==> src/rtl/pixel_capture.sv <==
// Camera byte-stream capture: extracts luma from YUV422 and writes it into a
// row-major grayscale frame buffer, with frame sync handling and overflow flag.
module pixel_capture #(
   parameter int unsigned H_RES         = 640,
   parameter int unsigned V_RES         = 480,
   parameter int unsigned CLAMP_MARKERS = 1
) (
   input  logic        clk,
   input  logic        reset,
   input  logic        vsync,
   input  logic        href,
   input  logic [7:0]  byte_in,
   output logic        we,
   output logic [19:0] write_addr,
   output logic [7:0]  pixel_out,
   output logic        frame_done,
   output logic [7:0]  frame_count,
   output logic        overflow
);

   localparam int unsigned AW    = 20;
   localparam int unsigned COL_W = $clog2(H_RES + 1);
   localparam int unsigned ROW_W = $clog2(V_RES + 1);

   typedef enum logic [1:0] {
      WAIT_FRAME = 2'd0,
      WAIT_LINE  = 2'd1,
      ACTIVE     = 2'd2
   } state_e;

   state_e           state_q;
   logic [COL_W-1:0] col_q;
   logic [ROW_W-1:0] row_q;
   logic [AW-1:0]    base_q;
   logic             phase_q;
   logic             vs_q;
   logic             vs_seen_q;

   logic             vs_fall;
   logic             vs_rise;
   logic             href_ok;
   logic             luma;
   logic             in_range;
   logic [7:0]       pix_d;
   logic [AW-1:0]    addr_d;
   logic [COL_W-1:0] col_d;

   // vs_seen_q keeps the reset value of the history from faking an edge
   always_comb begin
      vs_fall  = vs_seen_q & vs_q & ~vsync;
      vs_rise  = vs_seen_q & ~vs_q & vsync;
      href_ok  = href & ~vsync;
      luma     = href_ok & ((state_q == WAIT_LINE) | ((state_q == ACTIVE) & ~phase_q));
      in_range = (col_q < COL_W'(H_RES)) && (row_q < ROW_W'(V_RES));
      pix_d    = ((CLAMP_MARKERS != 0) && (byte_in > 8'd253)) ? 8'd253 : byte_in;
      addr_d   = base_q + AW'(col_q);
      col_d    = (col_q < COL_W'(H_RES)) ? col_q + COL_W'(1) : col_q;
   end

   always_ff @(posedge clk or posedge reset) begin
      if (reset) begin
         state_q     <= WAIT_FRAME;
         col_q       <= '0;
         row_q       <= '0;
         base_q      <= '0;
         phase_q     <= 1'b0;
         vs_q        <= 1'b1;
         vs_seen_q   <= 1'b0;
         we          <= 1'b0;
         write_addr  <= '0;
         pixel_out   <= '0;
         frame_done  <= 1'b0;
         frame_count <= '0;
         overflow    <= 1'b0;
      end else begin
         we         <= 1'b0;
         frame_done <= 1'b0;
         vs_q       <= vsync;
         vs_seen_q  <= 1'b1;

         if (luma) begin
            if (in_range) begin
               we         <= 1'b1;
               write_addr <= addr_d;
               pixel_out  <= pix_d;
            end else begin
               overflow <= 1'b1;
            end
            col_q <= col_d;
         end

         case (state_q)
            WAIT_FRAME: begin
               if (vs_fall) begin
                  state_q  <= WAIT_LINE;
                  row_q    <= '0;
                  col_q    <= '0;
                  base_q   <= '0;
                  phase_q  <= 1'b0;
                  overflow <= 1'b0;
               end
            end
            WAIT_LINE: begin
               if (vs_rise) begin
                  state_q     <= WAIT_FRAME;
                  frame_done  <= 1'b1;
                  frame_count <= frame_count + 8'd1;
               end else if (href_ok) begin
                  state_q <= ACTIVE;
                  phase_q <= 1'b1;
               end
            end
            ACTIVE: begin
               if (vs_rise) begin
                  state_q     <= WAIT_FRAME;
                  frame_done  <= 1'b1;
                  frame_count <= frame_count + 8'd1;
               end else if (href_ok) begin
                  phase_q <= ~phase_q;
               end else if (!href) begin
                  // line base stops advancing past the last row so it never wraps
                  state_q <= WAIT_LINE;
                  col_q   <= '0;
                  phase_q <= 1'b0;
                  if (row_q < ROW_W'(V_RES)) begin
                     row_q  <= row_q + ROW_W'(1);
                     base_q <= base_q + AW'(H_RES);
                  end
               end
            end
            default: state_q <= WAIT_FRAME;
         endcase
      end
   end

endmodule

==> config.mk <==
export PLATFORM = sky130hd
export DESIGN_NAME = pixel_capture
export DESIGN_NICKNAME = d
export VERILOG_FILES = /design/src/rtl/pixel_capture.sv
export SDC_FILE = /design/constraint.sdc
export NUM_CORES = 1
export LEC_CHECK = 0
export BUFFER_PORTS_ARGS = -buffer_cell sky130_fd_sc_hd__buf_4
export CAP_MARGIN = 30
export CORE_MARGIN = 5
export CORE_UTILIZATION = 58
export CTS_BUF_LIST = sky130_fd_sc_hd__clkbuf_8
export CTS_CLUSTER_DIAMETER = 60
export DETAILED_ROUTE_END_ITERATION = 6
export PLACE_DENSITY = 0.85
export SLEW_MARGIN = 30
export SYNTH_ARGS = -nofsm -noshare
export SYNTH_HDL_FRONTEND = slang
export SYNTH_SLANG_ARGS = --single-unit
==> constraint.sdc <==
create_clock -name clk -period 7.4 [get_ports clk]
set_input_delay 1.48 -clock clk [delete_from_list [all_inputs] [get_ports clk]]
set_output_delay 1.48 -clock clk [all_outputs]
set_load 0.01 [all_outputs]
==> results of run 1 <==
-- stage by stage --
| step | instances | total power, µW | area, µm² | util (%) | hold WS, ps |
|---|---|---|---|---|---|
| global route | 509 | 1380 | 4470 | 70.1 | 497 |
| finish | 509 | 1300 | 4470 | 70.1 | 473 |
| global placement | 493 | 954 | 4260 | 66.7 | 459 |
| detailed placement | 493 | 981 | 4260 | 66.7 | 467 |
| CTS | 509 | 1310 | 4470 | 70.0 | 479 |
| floorplan | 377 | 829 | 3840 | - | 438 |
-- per-layer routing --
layer	share of wire [%]	track usage [%]	vias up	wire, µm
met5	0	0	-	0
met4	1.1	4.03	0	82
met3	5.1	5.87	13	396
met2	50	31.7	70	3870
met1	44	25.6	1382	3410
li1	-	-	1421	-
-- cell usage after synthesis, types with 2 or more instances --
| master | number |
|---|---|
| mux2_2 | 16 |
| nor4_1 | 8 |
| conb_1 | 2 |
| o211ai_1 | 6 |
| nand3_1 | 13 |
| nor2b_1 | 3 |
| xor2_1 | 15 |
| clkbuf_1 | 7 |
| nand4_1 | 5 |
| xnor2_1 | 23 |
| o21bai_1 | 3 |
| nand2_1 | 51 |
| a31oi_1 | 5 |
| nor3_1 | 6 |
| and4_1 | 4 |
| and3_1 | 4 |
| buf_6 | 2 |
| nand2b_1 | 2 |
| nor2_1 | 33 |
| buf_2 | 4 |
| dfrtp_1 | 75 |
| a21oi_1 | 12 |
| ha_1 | 12 |
| o21ai_0 | 30 |
| o31ai_1 | 4 |
| a22o_1 | 3 |
| inv_1 | 8 |
-- power by group through the flow --
stage               Combinational (µW)  Clock (µW)  Sequential (µW)
finish                             420         327              550
global route                       462         354              561
CTS                                424         333              550
detailed placement                 424           0              558
global placement                   402           0              552
floorplan                          262           0              567
-- cells by family (layout without fill, tap and decap cells) --
logic type	Yosys count	after routing	synth area share [%]
compound gates	70	70	11.7
xor+xnor	38	38	8.66
fa+ha+maj	12	12	3.91
buf+inv	21	76	2.57
flops	76	76	49.5
mux	17	17	4.95
other cells	2	2	0.195
simple gates	141	141	18.5
-- worst max-delay path, cell delays in order --
cell      delay (ps)
buf_4            150
nand3b_4         160
a22o_1           370
or4_4            630
o211ai_1         180
o31ai_1           90
-- cell type report --
type,count,share of cell area [%]
Sequential cell,76,42.5
Multi-Input combinational cell,280,41.2
Timing Repair Buffer,52,8.81
Clock buffer,10,3.08
Tap cell,77,2.15
Clock inverter,6,1.59
Inverter,8,0.671
-- worst max-delay path by stage --
stage                from                     end  slack [ps]  depth (start not counted)
finish              vsync  base_q[14]$_DFFE_PP0P_        4570                          6
global route        vsync  base_q[12]$_DFFE_PP0P_        4490                          6
CTS                 vsync  base_q[14]$_DFFE_PP0P_        4590                          6
detailed placement  vsync  base_q[14]$_DFFE_PP0P_        4220                          6
global placement    vsync  base_q[12]$_DFFE_PP0P_        4250                          6
floorplan           reset  base_q[10]$_DFFE_PP0P_        3980                          1
-- flip-flops by register name, indices dropped and copies added, names as in the netlist --
signal / count
write_addr: 20
base_q: 13
col_q: 10
row_q: 9
frame_count: 8
pixel_out: 8
state_q: 2
frame_done: 1
overflow: 1
phase_q: 1
vs_q: 1
vs_seen_q: 1
we: 1
==> metrics, run 1 <==
clock root buffer=clkbuf_8; count of final setup violators=0; CP endpoint kind=flip-flop; Pint=840 µW; min-delay worst type=flip-flop to flip-flop; Reg2Reg Setup Slack=4870 ps; Max-Cap Viols=0; Synth warnings=0; leakage=around 0.0021 µW; Max VDD drop=185 µV; drt via density=about 5.7; layout net count=~450; remaining antenna violation count=0; Period Utilization, post-route=38.2%; Seq/Total Area, Yosys=49.5%; Area contributors post-synth=dfrtp_1 (49%), xnor2_1 (5.2%), nand2_1 (5.0%); DRC violations left=0; footprint of the multi-input gates=1840 µm²; critical path arrival=3060 ps; Resize count post-CTS=0; vias in the first global route=2817; Synth Instances=377; clock slew at reported path FFs=about 80 ps; port bufs=50; reg2reg start=state_q[0]$_DFFE_PP0P_; Initial Util=60.2%; ys flop type=dfrtp_1; Synth cell types=48; wirelength, routed=between 7000 and 8000 µm; hold path start=frame_count[7]$_DFFE_PP0P_; Async S/R FF share, synth=100%; Clock Latency Late Sink=approximately 350 ps; post-synthesis register bit count=76; Sequential Power Share=42.4%; Remaining Overflow, GRT=0; core area=~6400 µm²; H-tree Lvls=3; CP Launch Type=input port; Reg2Reg Depth=7; reg2reg end=row_q[5]$_DFFE_PP0P_; Avg WL per Cell=15.3 µm; Max transition margin=48.1%; commonest cells after routing, fill and taps aside=dfrtp_1 (75), nand2_1 (51), buf_4 (51); commonest non-fill, non-tap cell in the layout=dfrtp_1; register area=between 1500 and 2000 µm²; syn nets=about 400; shortest period the worst path allows=2830 ps; Die Y=91.4 µm; WP data required=7630 ps; Worst Slack Setup Final=4570 ps; clock power share=25.2%; Total GRT Usage=19.4%; end of the worst hold path=frame_count[7]$_DFFE_PP0P_; final clock skew=11.6 ps; area delta synth->final=16.4%; # rows=29; first-pass GRT wire length=13300 µm; antenna violations before repair=0; fmax=~0.35 GHz; share of Yosys cell area claimed by the top area cell type=48.8%; Hold Vio Cnt, Final=0; pre-CTS WS=4220 ps; Filler Cells Inserted=465; Switching Share=35.2%; CTS Buf Count=9; EDFF count, synth=0; P per Cell Area=290 nW/µm²; setup_tns=0 ps; worst slew pin tran=778 ps; TritonCTS clock tree=done; critical path class=input port to flip-flop; Psw=between 400 and 500 µW; clk buf depth=2; largest net degree at the start of global routing=77; clk sinks=76; ANT cells=0; Post-CTS Setup Bufs=0; DP HPWL=5720 µm; combinational power share=32.4%; Final GP Congestion=between 0.8 and 0.9; Die ar.=between 8000 and 9000 µm²; Synth Area per Inst=a little over 10 µm²; Hold Crit Depth=1; die width=91.4 µm; DR vias=2886; outcome=finished, final reports clean; max-slew violation count=0; Worst Path Max Fanout=14; # hold bufs at CTS=0; Iter 0 DRT Violations=about 160; First-pass DRT Iterations=5; Ports=51; Post-Syn Area=~3800 µm²; share of cells above drive strength 1=21.8%; Synth area leader=dfrtp_1; RSZ-0062 raised after global routing=no
(Power assumes the default switching activity.)
==> run 2: changes to the inputs <==
- CORE_UTILIZATION: 58 -> 54
- PLACE_DENSITY: 0.85 -> 0.83
- clock period: 7.4 -> 2.6 ns (I/O delays scaled with it)
==> metrics, run 2 (synthesized netlist as in run 1, its figures left out) <==
pre-CTS WS=246 ps; min-delay worst type=input port to asynchronous set/reset pin; layout net count=454; port bufs=50; commonest cells after routing, fill and taps aside=dfrtp_1 (75), buf_4 (54), nand2_1 (51); Top reg by flops=write_addr; Period Utilization, post-route=92.3%; Iter 0 DRT Violations=181; TritonCTS clock tree=done; Largest delay share family, worst path=buffers and inverters; Clock Latency Late Sink=between 300 and 400 ps; Top cell by count, worst path=inv_1; first-pass GRT wire length=13200 µm; Post-CTS Setup Bufs=0; # hold bufs at CTS=0; leakage=0.00214 µW; DR vias=2917; P per Cell Area=806 nW/µm²; DP HPWL=roughly 5600 µm; DRC violations left=0; Resize count post-CTS=0; WP data required=2830 ps; worst slew pin tran=748 ps; CP Launch Type=flip-flop; Max transition margin=between 50 and 60%; wirelength, routed=7580 µm; Avg WL per Cell=14.3 µm; antenna violations before repair=0; clk buf depth=2; Final GP Congestion=0.798; count of final setup violators=0; max-slew violation count=0; RSZ-0062 raised after global routing=no; CP endpoint kind=flip-flop; First-pass DRT Iterations=4; max FFs per register=20; CP max-delay cell=ha_1; setup_tns=0 ps; Remaining Overflow, GRT=0; ANT cells=0; Die ar.=about 8900 µm²; clock slew at reported path FFs=80 ps; commonest non-fill, non-tap cell in the layout=dfrtp_1; Hold Vio Cnt, Final=0; Total GRT Usage=18.5%; drt via density=5.51; critical path cell sequence=inv_1, ha_1, nor2b_1, o211a_1, nand2_1, buf_4, inv_1, mux2_2; Finished Core Util=65.5%; CP peak stage delay=460 ps; critical path class=flip-flop to flip-flop; Ports=a little over 50; Worst Path Max Fanout=44; final clock skew=8.22 ps; H-tree Lvls=3; die width=94.4 µm; worst hold slack=~260 ps; total power=between 3000 and 4000 µW; outcome=finished, final reports clean; share of cells above drive strength 1=21.9%; Initial Util=56.0%; clk sinks=76; Max VDD drop=about 430 µV; core area=6870 µm²; critical path arrival=2630 ps; fmax=approximately 0.42 GHz; area delta synth->final=17.1%; Die Y=94.4 µm; CTS Buf Count=9; Worst Slack Setup Final=200 ps; remaining antenna violation count=0; Max-Cap Viols=0; biggest registers after layout=write_addr x20, base_q x13, col_q x10; clock root buffer=clkbuf_8; # rows=30; vias in the first global route=about 2800; largest net degree at the start of global routing=77; shortest period the worst path allows=between 2000 and 2500 ps; CP bufs+invs=3
-- run 2: cell types whose count changed in the layout (fill, tap and decap cells not counted), sizes merged --
cell    before  now
clkbuf      10    9
buf         52   55
inv          9    8
-- run 2: report_power, final --
group	internal, µW	leakage (µW)	switching (µW)	total, µW
Combinational	550	0.00103	665	1210
Sequential	1390	0.00102	178	1570
Clock	429	0.0000870	416	845
-- run 2: path summary, 6_finish.rpt --
| kind | slack [ps] | end | startpoint | cells after the start |
|---|---|---|---|---|
| min in group clk | 340 | vs_q$_DFF_PP1_ | vsync | 1 |
| max reg2reg | 200 | write_addr[11]$_DFFE_PP0P_ | state_q[0]$_DFFE_PP0P_ | 8 |
| min | 260 | frame_count[7]$_DFFE_PP0P_ | reset | 3 |
| max in group asynchronous | 2010 | vs_q$_DFF_PP1_ | reset | 3 |
| min reg2reg | 480 | frame_count[7]$_DFFE_PP0P_ | frame_count[7]$_DFFE_PP0P_ | 1 |
| max | 200 | write_addr[11]$_DFFE_PP0P_ | state_q[0]$_DFFE_PP0P_ | 8 |
-- run 2: area by class of cell --
| class | instances | area [µm²] |
|---|---|---|
| clock buffer | 9 | 124 |
| timing repair buffer | 55 | 425 |
| clock inverter | 5 | 55.1 |
| fill | 572 | 2370 |
| tap | 96 | 120 |
| inverter | 8 | 30.0 |
| multi-input combinational | 280 | 1840 |
| sequential | 76 | 1900 |
-- run 2: per-stage QoR --
stage / std cells / area, µm²
after floorplan: 377 / 3840
after global placement: 515 / 4320
after detailed placement: 515 / 4320
after CTS: 529 / 4500
after global routing: 529 / 4500
final: 529 / 4500
-- run 2: per-layer routing --
layer	routed length, µm	global-route usage [%]
met1	3370	24.8
met4	150	7.94
met2	3710	29.9
met3	345	3.11
met5	0	0
-- run 2: worst reg2reg max path: stages (launching register included) --
cell and delay (ps):
dfrtp_1 410, inv_1 110, ha_1 460, nor2b_1 270
o211a_1 250, nand2_1 70, buf_4 260, inv_1 140
mux2_2 330
==> run 3: changes to the inputs <==
==> constraint.sdc (replaced) <==
create_clock -name clk -period 2.6 [get_ports clk]
set_input_delay 0.39 -clock clk [delete_from_list [all_inputs] [get_ports clk]]
set_output_delay 0.39 -clock clk [all_outputs]
set_load 0.01 [all_outputs]
==> metrics, run 3 (synthesized netlist as in run 1, its figures left out) <==
vias in the first global route=2987; clk sinks=76; count of final setup violators=0; largest net degree at the start of global routing=77; Resize count post-CTS=0; reg2reg start=state_q[0]$_DFFE_PP0P_; wirelength, routed=7750 µm; wire length on met2=3860 µm; reg2reg end=write_addr[11]$_DFFE_PP0P_; port bufs=50; CP peak stage delay=420 ps; ANT cells=0; Ports=51; Period Utilization, post-route=90.9%; drt via density=5.50; Avg WL per Cell=between 10 and 15 µm; Top cell by count, worst path=inv_1; share of cells above drive strength 1=22.1%; outcome=finished, final reports clean; final clock skew=12.9 ps; critical path arrival=2600 ps; remaining antenna violation count=0; non-filler cells, final=531; P per Cell Area=between 700 and 800 nW/µm²; leakage=0.00213 µW; DRC violations left=0; Worst Path Max Fanout=44; met1 WL=3430 µm; Iter 0 DRT Violations=177; # rows=30; DR vias=2921; First-pass DRT Iterations=4; footprint of the multi-input gates=1840 µm²; worst slew pin tran=709 ps; commonest cells after routing, fill and taps aside=dfrtp_1 (75), buf_4 (54), nand2_1 (51); critical path class=flip-flop to flip-flop; H-tree Lvls=3; CTS Buf Count=9; setup_tns=0 ps; core area=approximately 7000 µm²; register area=1900 µm²; biggest registers after layout=write_addr x20, base_q x13, col_q x10; Reg2Reg Setup Slack=about 240 ps; Clock Latency Late Sink=360 ps; commonest non-fill, non-tap cell in the layout=dfrtp_1; TritonCTS clock tree=done; CP bufs+invs=3; Filler Cells Inserted=559; Post-CTS Setup Bufs=0; CP endpoint kind=flip-flop; met3 WL=322 µm; area delta synth->final=17.0%; die width=94.4 µm; clk buf depth=2; Total GRT Usage=19.4%; max-slew violation count=0; Die ar.=8900 µm²; Placed Cells=515; Largest delay share family, worst path=buffers and inverters; Max VDD drop=approximately 400 µV; clock root buffer=clkbuf_8; max FFs per register=20; Max-Cap Viols=0; fmax=0.423 GHz; WP data required=2840 ps; Hold Vio Cnt, Final=0; layout net count=454; critical path cell sequence=inv_1, ha_1, nor2b_1, o211a_1, nand2_1, buf_4, inv_1, mux2_2; Initial Util=56.0%; Max transition margin=between 50% and 60%; first-pass GRT wire length=13800 µm; Die Y=approximately 94 µm; # hold bufs at CTS=0; Final GP Congestion=0.860; Reg2Reg Depth=8; CP Launch Type=flip-flop; Remaining Overflow, GRT=0; clock slew at reported path FFs=around 90 ps; antenna violations before repair=0; DR top layer=met4; shortest period the worst path allows=2360 ps; DP HPWL=5660 µm; RSZ-0062 raised after global routing=no; CP max-delay cell=dfrtp_1; min-delay worst type=input port to asynchronous set/reset pin; Top reg by flops=write_addr
==> run 3: changes by cell type in the layout (fill, tap and decap cells not counted) <==
cell        change
inv_1           +1
clkinv_2        -2
clkinvlp_4      +2
inv_6           +2
bufinv_16       -1
==> run 3: stage by stage <==
step	total power [µW]	hold WS (ps)	setup WS, ps	util, %	instance area, µm²
6_report	3590	108	237	65.4	4500
3_3_place_gp	2740	459	349	62.9	4320
4_1_cts	3620	119	234	65.4	4500
2_1_floorplan	2360	394	273	-	3840
3_5_place_dp	2810	472	251	62.9	4320
5_1_grt	3820	151	53.5	65.4	4500
==> run 3: worst reg2reg max path: stages, from the launching register on <==
cell and delay, ps:
dfrtp_1 420, inv_1 90, ha_1 420, nor2b_1 260
o211a_1 250, nand2_1 80, buf_4 260, inv_1 140
mux2_2 330
==> run 3: layout make-up <==
cell class / instances / area share [%]
sequential: 76 / 42.3
multi-input combinational: 280 / 41.0
timing repair buffer: 55 / 9.46
clock buffer: 9 / 2.76
tap: 96 / 2.67
clock inverter: 7 / 1.14
inverter: 8 / 0.668
==> run 3: worst max path at each step <==
stage	start	end	depth (start not counted)
after floorplan	reset	base_q[10]$_DFFE_PP0P_	1
after global placement	state_q[0]$_DFFE_PP0P_	write_addr[11]$_DFFE_PP0P_	8
after detailed placement	state_q[0]$_DFFE_PP0P_	write_addr[11]$_DFFE_PP0P_	8
after CTS	state_q[0]$_DFFE_PP0P_	write_addr[11]$_DFFE_PP0P_	8
after global routing	state_q[0]$_DFFE_PP0P_	write_addr[11]$_DFFE_PP0P_	8
final	state_q[0]$_DFFE_PP0P_	write_addr[11]$_DFFE_PP0P_	8
==> run 3: routing by layer <==
layer / global-route usage, % / vias to the layer above
met5: 0 / -
met4: 8.78 / 0
met3: 4.78 / 12
met2: 31.3 / 55
met1: 24.8 / 1430
li1: - / 1424
==> run 3: where the power goes <==
group | internal [µW] | leakage, µW | switching [µW]
Combinational | 550 | 0.00103 | 659
Sequential | 1390 | 0.00102 | 175
Clock | 349 | 0.0000797 | 469
